[src/rtl/alu_pkg.sv]
// +--------------------------------------------------------------------------+
// | alu_pkg                                                                  |
// | Opcode map and handshake FSM state encoding shared by the ALU core.      |
// | Revision: 1.0                                                            |
// +--------------------------------------------------------------------------+
`default_nettype none

package alu_pkg;

    localparam logic [2:0] OP_NOTA = 3'b000;
    localparam logic [2:0] OP_OR   = 3'b001;
    localparam logic [2:0] OP_AND  = 3'b010;
    localparam logic [2:0] OP_XOR  = 3'b011;
    localparam logic [2:0] OP_ADD  = 3'b100;
    localparam logic [2:0] OP_SUB  = 3'b101;
    localparam logic [2:0] OP_MUL  = 3'b110;
    localparam logic [2:0] OP_NOTB = 3'b111;

    typedef enum logic [0:0] {
        ST_IDLE = 1'b0,
        ST_MUL  = 1'b1
    } state_t;

endpackage

`default_nettype wire

[src/rtl/alu_mul_seq.sv]
// +--------------------------------------------------------------------------+
// | alu_mul_seq                                                              |
// | Iterative unsigned shift-add multiplier, one partial product per cycle.  |
// | Revision: 1.0                                                            |
// +--------------------------------------------------------------------------+
`default_nettype none

module alu_mul_seq #(
    parameter int WIDTH = 8
) (
    input  logic                 clk,
    input  logic                 rst_n,
    input  logic                 start,
    input  logic [WIDTH-1:0]     a,
    input  logic [WIDTH-1:0]     b,
    output logic                 done,
    output logic [2*WIDTH-1:0]   product
);

    localparam int                  c_cnt_w = $clog2(WIDTH);
    localparam logic [c_cnt_w-1:0]  c_last  = c_cnt_w'(WIDTH - 1);
    localparam logic [c_cnt_w-1:0]  c_one   = c_cnt_w'(1);

    logic                   r_busy;
    logic [c_cnt_w-1:0]     r_count;
    logic [2*WIDTH-1:0]     r_mcand;
    logic [WIDTH-1:0]       r_mplier;
    logic [2*WIDTH-1:0]     r_acc;
    logic [2*WIDTH-1:0]     w_addend;
    logic [2*WIDTH-1:0]     w_acc_next;

    // done fires on the final iteration; product is that iteration's sum so the
    // caller can register it on the same edge.
    always_comb begin
        w_addend   = r_mplier[0] ? r_mcand : '0;
        w_acc_next = r_acc + w_addend;
        done       = r_busy && (r_count == c_last);
        product    = w_acc_next;
    end

    always_ff @(posedge clk or negedge rst_n) begin
        if (!rst_n) begin
            r_busy   <= 1'b0;
            r_count  <= '0;
            r_mcand  <= '0;
            r_mplier <= '0;
            r_acc    <= '0;
        end else if (start) begin
            r_busy   <= 1'b1;
            r_count  <= '0;
            r_mcand  <= {{WIDTH{1'b0}}, a};
            r_mplier <= b;
            r_acc    <= '0;
        end else if (r_busy) begin
            r_acc    <= w_acc_next;
            r_mcand  <= r_mcand << 1;
            r_mplier <= r_mplier >> 1;
            if (done) begin
                r_busy  <= 1'b0;
                r_count <= '0;
            end else begin
                r_count <= r_count + c_one;
            end
        end
    end

endmodule

`default_nettype wire

[src/rtl/alu_mc_core.sv]
// +--------------------------------------------------------------------------+
// | alu_mc_core                                                              |
// | Multi-cycle WIDTH-generic ALU with valid/ready on both sides and a       |
// | sequential multiplier. Define ALU_FLAGS_EN to add the {zero,msb} port.   |
// | Revision: 1.0                                                            |
// +--------------------------------------------------------------------------+
`default_nettype none

module alu_mc_core
    import alu_pkg::*;
#(
    parameter int WIDTH = 8
) (
    input  logic                 clk,
    input  logic                 rst_n,
    input  logic                 in_valid,
    output logic                 in_ready,
    input  logic [WIDTH-1:0]     a,
    input  logic [WIDTH-1:0]     b,
    input  logic [2:0]           sel,
    output logic                 out_valid,
    input  logic                 out_ready,
    output logic [2*WIDTH-1:0]   y,
    output logic                 cout
`ifdef ALU_FLAGS_EN
    ,
    output logic [1:0]           flags
`endif
);

    state_t                 r_state;
    state_t                 w_state_next;
    logic                   r_out_valid;
    logic [2*WIDTH-1:0]     r_y;
    logic                   r_cout;

    logic                   w_accept;
    logic                   w_start_mul;
    logic                   w_load_alu;
    logic                   w_mul_done;
    logic [2*WIDTH-1:0]     w_mul_product;
    logic [WIDTH-1:0]       w_lo;
    logic                   w_carry;
    logic [WIDTH:0]         w_sum;
    logic [WIDTH:0]         w_diff;

    // Single-cycle datapath; the MSB of the widened difference is the borrow.
    always_comb begin
        w_sum   = {1'b0, a} + {1'b0, b};
        w_diff  = {1'b0, a} - {1'b0, b};
        w_lo    = '0;
        w_carry = 1'b0;
        case (sel)
            OP_NOTA: w_lo = ~a;
            OP_OR:   w_lo = a | b;
            OP_AND:  w_lo = a & b;
            OP_XOR:  w_lo = a ^ b;
            OP_ADD: begin
                w_lo    = w_sum[WIDTH-1:0];
                w_carry = w_sum[WIDTH];
            end
            OP_SUB: begin
                w_lo    = w_diff[WIDTH-1:0];
                w_carry = w_diff[WIDTH];
            end
            OP_NOTB: w_lo = ~b;
            default: w_lo = '0;
        endcase
    end

    // A result may drain and a new operation be accepted on the same edge.
    always_comb begin
        in_ready     = rst_n && (r_state == ST_IDLE) && (!r_out_valid || out_ready);
        w_accept     = in_valid && in_ready;
        w_start_mul  = w_accept && (sel == OP_MUL);
        w_load_alu   = w_accept && (sel != OP_MUL);
        w_state_next = r_state;
        case (r_state)
            ST_IDLE: if (w_start_mul) w_state_next = ST_MUL;
            ST_MUL:  if (w_mul_done)  w_state_next = ST_IDLE;
            default: w_state_next = ST_IDLE;
        endcase
    end

    always_ff @(posedge clk or negedge rst_n) begin
        if (!rst_n) begin
            r_state <= ST_IDLE;
        end else begin
            r_state <= w_state_next;
        end
    end

    always_ff @(posedge clk or negedge rst_n) begin
        if (!rst_n) begin
            r_out_valid <= 1'b0;
            r_y         <= '0;
            r_cout      <= 1'b0;
        end else if (w_load_alu) begin
            r_out_valid <= 1'b1;
            r_y         <= {{WIDTH{1'b0}}, w_lo};
            r_cout      <= w_carry;
        end else if (w_mul_done) begin
            r_out_valid <= 1'b1;
            r_y         <= w_mul_product;
            r_cout      <= 1'b0;
        end else if (r_out_valid && out_ready) begin
            r_out_valid <= 1'b0;
        end
    end

    alu_mul_seq #(
        .WIDTH   (WIDTH)
    ) u_mul (
        .clk     (clk),
        .rst_n   (rst_n),
        .start   (w_start_mul),
        .a       (a),
        .b       (b),
        .done    (w_mul_done),
        .product (w_mul_product)
    );

    assign out_valid = r_out_valid;
    assign y         = r_y;
    assign cout      = r_cout;

`ifdef ALU_FLAGS_EN
    logic [1:0] r_flags;

    // Non-MUL flags look at the low half only; MUL flags cover the full product.
    always_ff @(posedge clk or negedge rst_n) begin
        if (!rst_n) begin
            r_flags <= 2'b00;
        end else if (w_load_alu) begin
            r_flags <= {~|w_lo, w_lo[WIDTH-1]};
        end else if (w_mul_done) begin
            r_flags <= {~|w_mul_product, w_mul_product[2*WIDTH-1]};
        end
    end

    assign flags = r_flags;
`endif

endmodule

`default_nettype wire
[config.mk]
export PLATFORM = sky130hd
export DESIGN_NAME = alu_mc_core
export DESIGN_NICKNAME = d
export VERILOG_FILES = /design/src/rtl/alu_pkg.sv /design/src/rtl/alu_mul_seq.sv /design/src/rtl/alu_mc_core.sv
export SDC_FILE = /design/constraint.sdc
export NUM_CORES = 1
export LEC_CHECK = 0
export CORE_ASPECT_RATIO = 2
export CORE_MARGIN = 1
export CORE_UTILIZATION = 25
export DETAILED_ROUTE_END_ITERATION = 16
export GPL_TIMING_DRIVEN = 1
export HOLD_SLACK_MARGIN = 0.02
export PLACE_DENSITY = 0.53
export RECOVER_POWER = 50
export SLEW_MARGIN = 15
export SYNTH_ARGS = -nofsm -noshare
export SYNTH_HDL_FRONTEND = slang
export SYNTH_HIERARCHICAL = 1
export SYNTH_SLANG_ARGS = --single-unit
[constraint.sdc]
create_clock -name clk -period 2.4 [get_ports clk]
set_input_delay 0.36 -clock clk [delete_from_list [all_inputs] [get_ports clk]]
set_output_delay 0.36 -clock clk [all_outputs]
set_load 0.01 [all_outputs]
### Word-level counts from Yosys, hierarchy flattened

Index checks and enable logic that the tools add are counted.

| storage, ports and cells | value |
|---|---|
| bits in registers | 63 |
| input port bits | 23 |
| output and inout port bits | 19 |
| logic and storage cells | 65 |

| cells by class | value |
|---|---|
| add/sub/neg operators | 4 |
| equality and inequality tests | 9 |
| mux-type cells | 24 |
| bitwise logic cells | 6 |
| reductions and logical operators | 13 |

Operators by type and width:

| kind | count |
|---|---|
| $mux W16 | 7 |
| $pmux W8 S7 | 1 |
| $add A16 B16 Y16 | 1 |
| $mux W8 | 2 |
| $not A8 Y8 | 2 |
| $eq A3 B3 Y1 const B | 5 |
| $add A8 B8 Y9 | 1 |
| $mux W1 | 9 |
| $mux W3 | 3 |
| $sub A8 B8 Y9 | 1 |
| $and A8 B8 Y8 | 1 |
| $or A8 B8 Y8 | 1 |
| $xor A8 B8 Y8 | 1 |
| $logic_and A1 B1 Y1 | 7 |
| $eq A3 B2 Y1 const B | 2 |
| $pmux W1 S2 | 2 |
| $reduce_bool A2 Y1 | 2 |
| $add A3 B1 Y3 const B | 1 |
| $eq A3 B1 Y1 const B | 1 |
| $logic_not A3 Y1 | 1 |
| $ne A3 B3 Y1 const B | 1 |
| $reduce_bool A3 Y1 | 1 |
| $logic_not A1 Y1 | 1 |
| $logic_or A1 B1 Y1 | 1 |
| $not A1 Y1 | 1 |

### Logic depth before layout (Yosys ltp)

| logic depth | value |
|---|---|
| depth in word-level cells | 7 |
| gate-level depth with buffers | 11 |
| gate-level depth less buffers | 10 |

### By module

The synthesis kept the hierarchy.

By module, submodules not included:

| module | times used | cells an instance | area an instance (um^2) | sequential area each (um^2) |
|---|---|---|---|---|
| alu_mul_seq | 1 | 296 | 2786.4 | 1101.1 |
| alu_mc_core | 1 | 251 | 2088.3 | 475.5 |

### Least setup slack after synthesis

No wires, ideal clock.

| timing | value |
|---|---|
| path kind | flip-flop to flip-flop |
| from | reg u_mul.r_mplier[0] |
| to | reg r_y[7], in the netlist y[7] |
| library setup time | 0.090 ns |
| arrival | 2.381 ns |
| data required time | 2.310 ns |
| slack | -0.071 ns |
| cell stages (with the launch flop) | 12 |
| buffers on the path | 1 |
| clock period less this slack | 2.471 ns |
| cell sequence | dfrtp_1 clkbuf_1 and2_1 ha_1 a21oi_1 o211ai_1 nand3_1 and2_1 mux2_2 o21ai_0 or4_1 o221ai_1 |

| on the way | value |
|---|---|
| word-level cells in the longest chain between the ends | 4 |

Ends and longest elaborated chain:

| what | line | RTL |
|---|---|---|
| start, declared | alu_mul_seq.sv:27 | `logic [WIDTH-1:0] r_mplier;` |
| start signal, assigned | alu_mul_seq.sv:57 | `r_mplier <= r_mplier >> 1;` |
| $mux W16 | alu_mul_seq.sv:35 | `w_addend = r_mplier[0] ? r_mcand : '0;` |
| $add A16 B16 Y16 | alu_mul_seq.sv:36 | `w_acc_next = r_acc + w_addend;` |
| via w_mul_product[7] | alu_mc_core.sv:41 | `logic [2*WIDTH-1:0] w_mul_product;` |
| $mux W16 | alu_mc_core.sv:102 | `end else if (w_mul_done) begin` |
| $mux W16 | alu_mc_core.sv:98 | `end else if (w_load_alu) begin` |
| end signal, assigned | alu_mc_core.sv:100 | `r_y <= {{WIDTH{1'b0}}, w_lo};` |
| end signal, assigned | alu_mc_core.sv:104 | `r_y <= w_mul_product;` |
| end, declared | alu_mc_core.sv:34 | `logic [2*WIDTH-1:0] r_y;` |

The timed path passes the listed nets, and every way through them passes these cells. The select of a mux whose other input is x is not followed.
A chain may end at the register's enable or synchronous reset.

### Final worst setup path

| timing | value |
|---|---|
| from | reg u_mul.r_mplier[0] |
| to | reg r_y[12], in the netlist y[12] |

Same word-level chain as after synthesis.

==> summary.txt <==
Die Wd: 101 um
CP max FO: 7
Synthesis Warnings: 6
Max Clock Freq: 407 MHz
Critical path type: reg2reg
Register area share after synthesis: 0.323
Slew margin rel.: -0.102
Vias per inst: 4.90
First-pass GRT wire length: 27400 um
Cells after synthesis: 547
CTS sink count: 63
Req. time, crit path: 2620 ps
Num ports: 42
Antenna violations before repair: 1
Synth unique cells: 68
CTS root buf: clkbuf_16
Post-synth top area share: 0.323
Core area: 18900 um2
Most used DFF post-synth: dfrtp_1
Post-CTS Hold Buffers: 0
Mapped cell area: 4870 um2
Antenna Nets Post-Route: 0
Total GRT Usage: 0.185
Violated checks: max-capacitance violations, max-slew violations, negative setup slack
GPL Wtd Cong: 0.907
Clock Latency Late Sink: 330 ps
Critical Path Source: u_mul/r_mplier[0]$_DFFE_PN0P_
Die Y: 199 um
# DRC: 0
Total CTS buffers: 9
Tmin final: 2460 ps
Largest net degree at the start of global routing: 64
Count of final hold-check violations: 0
Power Dens Cells: 1070 nW/um2
RSZ-0062 raised after global routing: true
Synth area leaders: dfrtp_1 (32%), ha_1 (11%), mux2i_1 (9.4%)
Status: finished, violations left
Max-cap violations: 1
Syn Area/Cell: 8.91 um2
R2R depth: 11
Setup ws final: -55.6 ps
Hold Crit Start: u_mul/r_mplier[7]$_DFFE_PN0P_
Final setup vio count: 7
Max Buffers Root-to-Sink: 2
Area Growth Syn to Fin: 42.9%
Syn nets: 614
Peak VDD IR: 0.359 mV
Setup crit start kind: flop
Fin. max-slew vios: 64
Post-DP Area: 6360 um2
Finished Cell Area: 6970 um2
Final worst path period share: 1.02
H-tree levels: 3
Die area: 20100 um2
Area of the multi-input gates: 3340 um2
Total Wirelength: 17600 um
Dominant cell type by area after synthesis: dfrtp_1
TritonCTS clock tree: built
Layout cells sized above 1: 0.270
Drt pass-1 iters: 5
Origin of the critical flop-to-flop path: u_mul/r_mplier[0]$_DFFE_PN0P_
Worst-Margin Slew: 1650 ps
DR vias: 4632
Crit. End Element: flop
Pleak: 0.00309 uW
Worst path arrival time: 2680 ps
Post-synth EDFFs: 0
Worst hold path class: reg2reg
Filler cell count: 1937
Vias in the first global route: 5006
Layout net count: 751
Synth top cells by count: dfrtp_1 (63), nor2_1 (50), mux2i_1 (46), nand2_1 (46), ha_1 (41)
Clock-pin slew on the worst setup and hold paths: 60 ps
Initial DRC count: 201
Share of synthesized registers carrying an async set or reset: 1.00
Dpl cells: 921
GR Overflow Total: 0
Fin Setup TNS: -162 ps
Final cell count without fillers: 945
Hold slack final: 503 ps
Final Skew: 7.37 ps
Port bufs: 41
Average routed wire per standard cell: 18.6 um
Initial core utilization: 0.258
Hold path depth: 1
# rows: 71
Flops & latches, synth: 63
DP HPWL: 13900 um
Most common cell in the synthesized netlist: dfrtp_1
Storage cell area: 1580 um2
==> worst max-delay path: stages (launching register included) <==
cell and delay (ps):
dfrtp_2 450, and2_4 160, ha_4 170, fa_2 340, a21o_1 210, buf_6 130
a221o_1 340, nand4_1 140, and3_4 200, nor2_2 40, mux2i_1 130, nor2_1 60
==> state kept, by name (all words and copies together) (netlist names) <==
signal and cells:
u_mul/r_acc 16, u_mul/r_mcand 16, y 16, u_mul/r_mplier 8, u_mul/r_count 3, cout 1
out_valid 1, r_state 1, u_mul/r_busy 1
==> metrics by stage <==
| stage | worst slack [ps] | power, uW | utilization |
|---|---|---|---|
| 2_1_floorplan | 19.0 | 3900 | - |
| 3_3_place_gp | -259 | 5610 | 0.336 |
| 3_5_place_dp | -288 | 5710 | 0.336 |
| 4_1_cts | -84.5 | 7310 | 0.361 |
| 5_1_grt | -181 | 7960 | 0.368 |
| 6_report | -55.6 | 7430 | 0.368 |
==> placed cells by master (no fill, tap or decap), types with 7 or more instances in the layout <==
cell type        count
ha_4                10
ha_1                30
and2_1              10
nor3_1               7
nand3_1              7
clkdlybuf4s50_1     37
a21oi_1             21
o211ai_1             8
nor2_1              48
inv_1               30
and2_4               8
xnor2_1              7
a21oi_2              8
buf_4              109
mux2i_1             46
nand2_1             45
nand2b_1             8
xor2_1               8
o21ai_0             25
clkbuf_16            9
dfrtp_1             61
==> per-layer routing <==
| metal | GRT usage | wire, um | share of wire | up-vias |
|---|---|---|---|---|
| li1 | - | - | - | 2243 |
| met1 | 0.160 | 5620 | 0.32 | 2268 |
| met2 | 0.385 | 10500 | 0.60 | 82 |
| met3 | 0.0175 | 263 | 0.015 | 39 |
| met4 | 0.119 | 1150 | 0.065 | 0 |
| met5 | 0 | 0 | 0 | - |
==> report_power, final <==
part	switching, uW	internal [uW]
clock network	479	827
logic	2030	2170
registers	396	1530
total	2900	4530
==> area by class of cell <==
class,count,share of cell area
Multi-Input combinational cell,423,0.479
Clock buffer,12,0.0354
Timing Repair Buffer,157,0.190
Clock inverter,4,0.00647
Sequential cell,63,0.227
Inverter,30,0.0162
Tap cell,255,0.0458
Antenna cell,1,0.000359
==> worst paths after layout <==
kind | to | slack (ps)
max | y[12]$_DFFE_PN0P_ | -60
min | u_mul/r_mplier[7]$_DFFE_PN0P_ | 500
max reg2reg | y[12]$_DFFE_PN0P_ | -60
min reg2reg | u_mul/r_mplier[7]$_DFFE_PN0P_ | 500
max in group asynchronous | u_mul/r_busy$_DFF_PN0_ | 580
min in group asynchronous | y[15]$_DFFE_PN0P_ | 680
==> logic make-up after synthesis <==
family	synth area share
and+or+nand+nor	0.177
DFF	0.323
buffers and inverters	0.0483
adders and majority gates	0.118
AOI/OAI and AO/OA	0.192
muxes	0.111
xor gates and xnor gates	0.0305
==> repair_timing <==
action | 4_1_cts | 5_1_grt
resized for setup | 35 | 18
pin swaps | 14 | 10
endpoints found under the setup margin | 14 | 19
setup buffers | 4 | 4
Power figures use the tool's default switching activity.
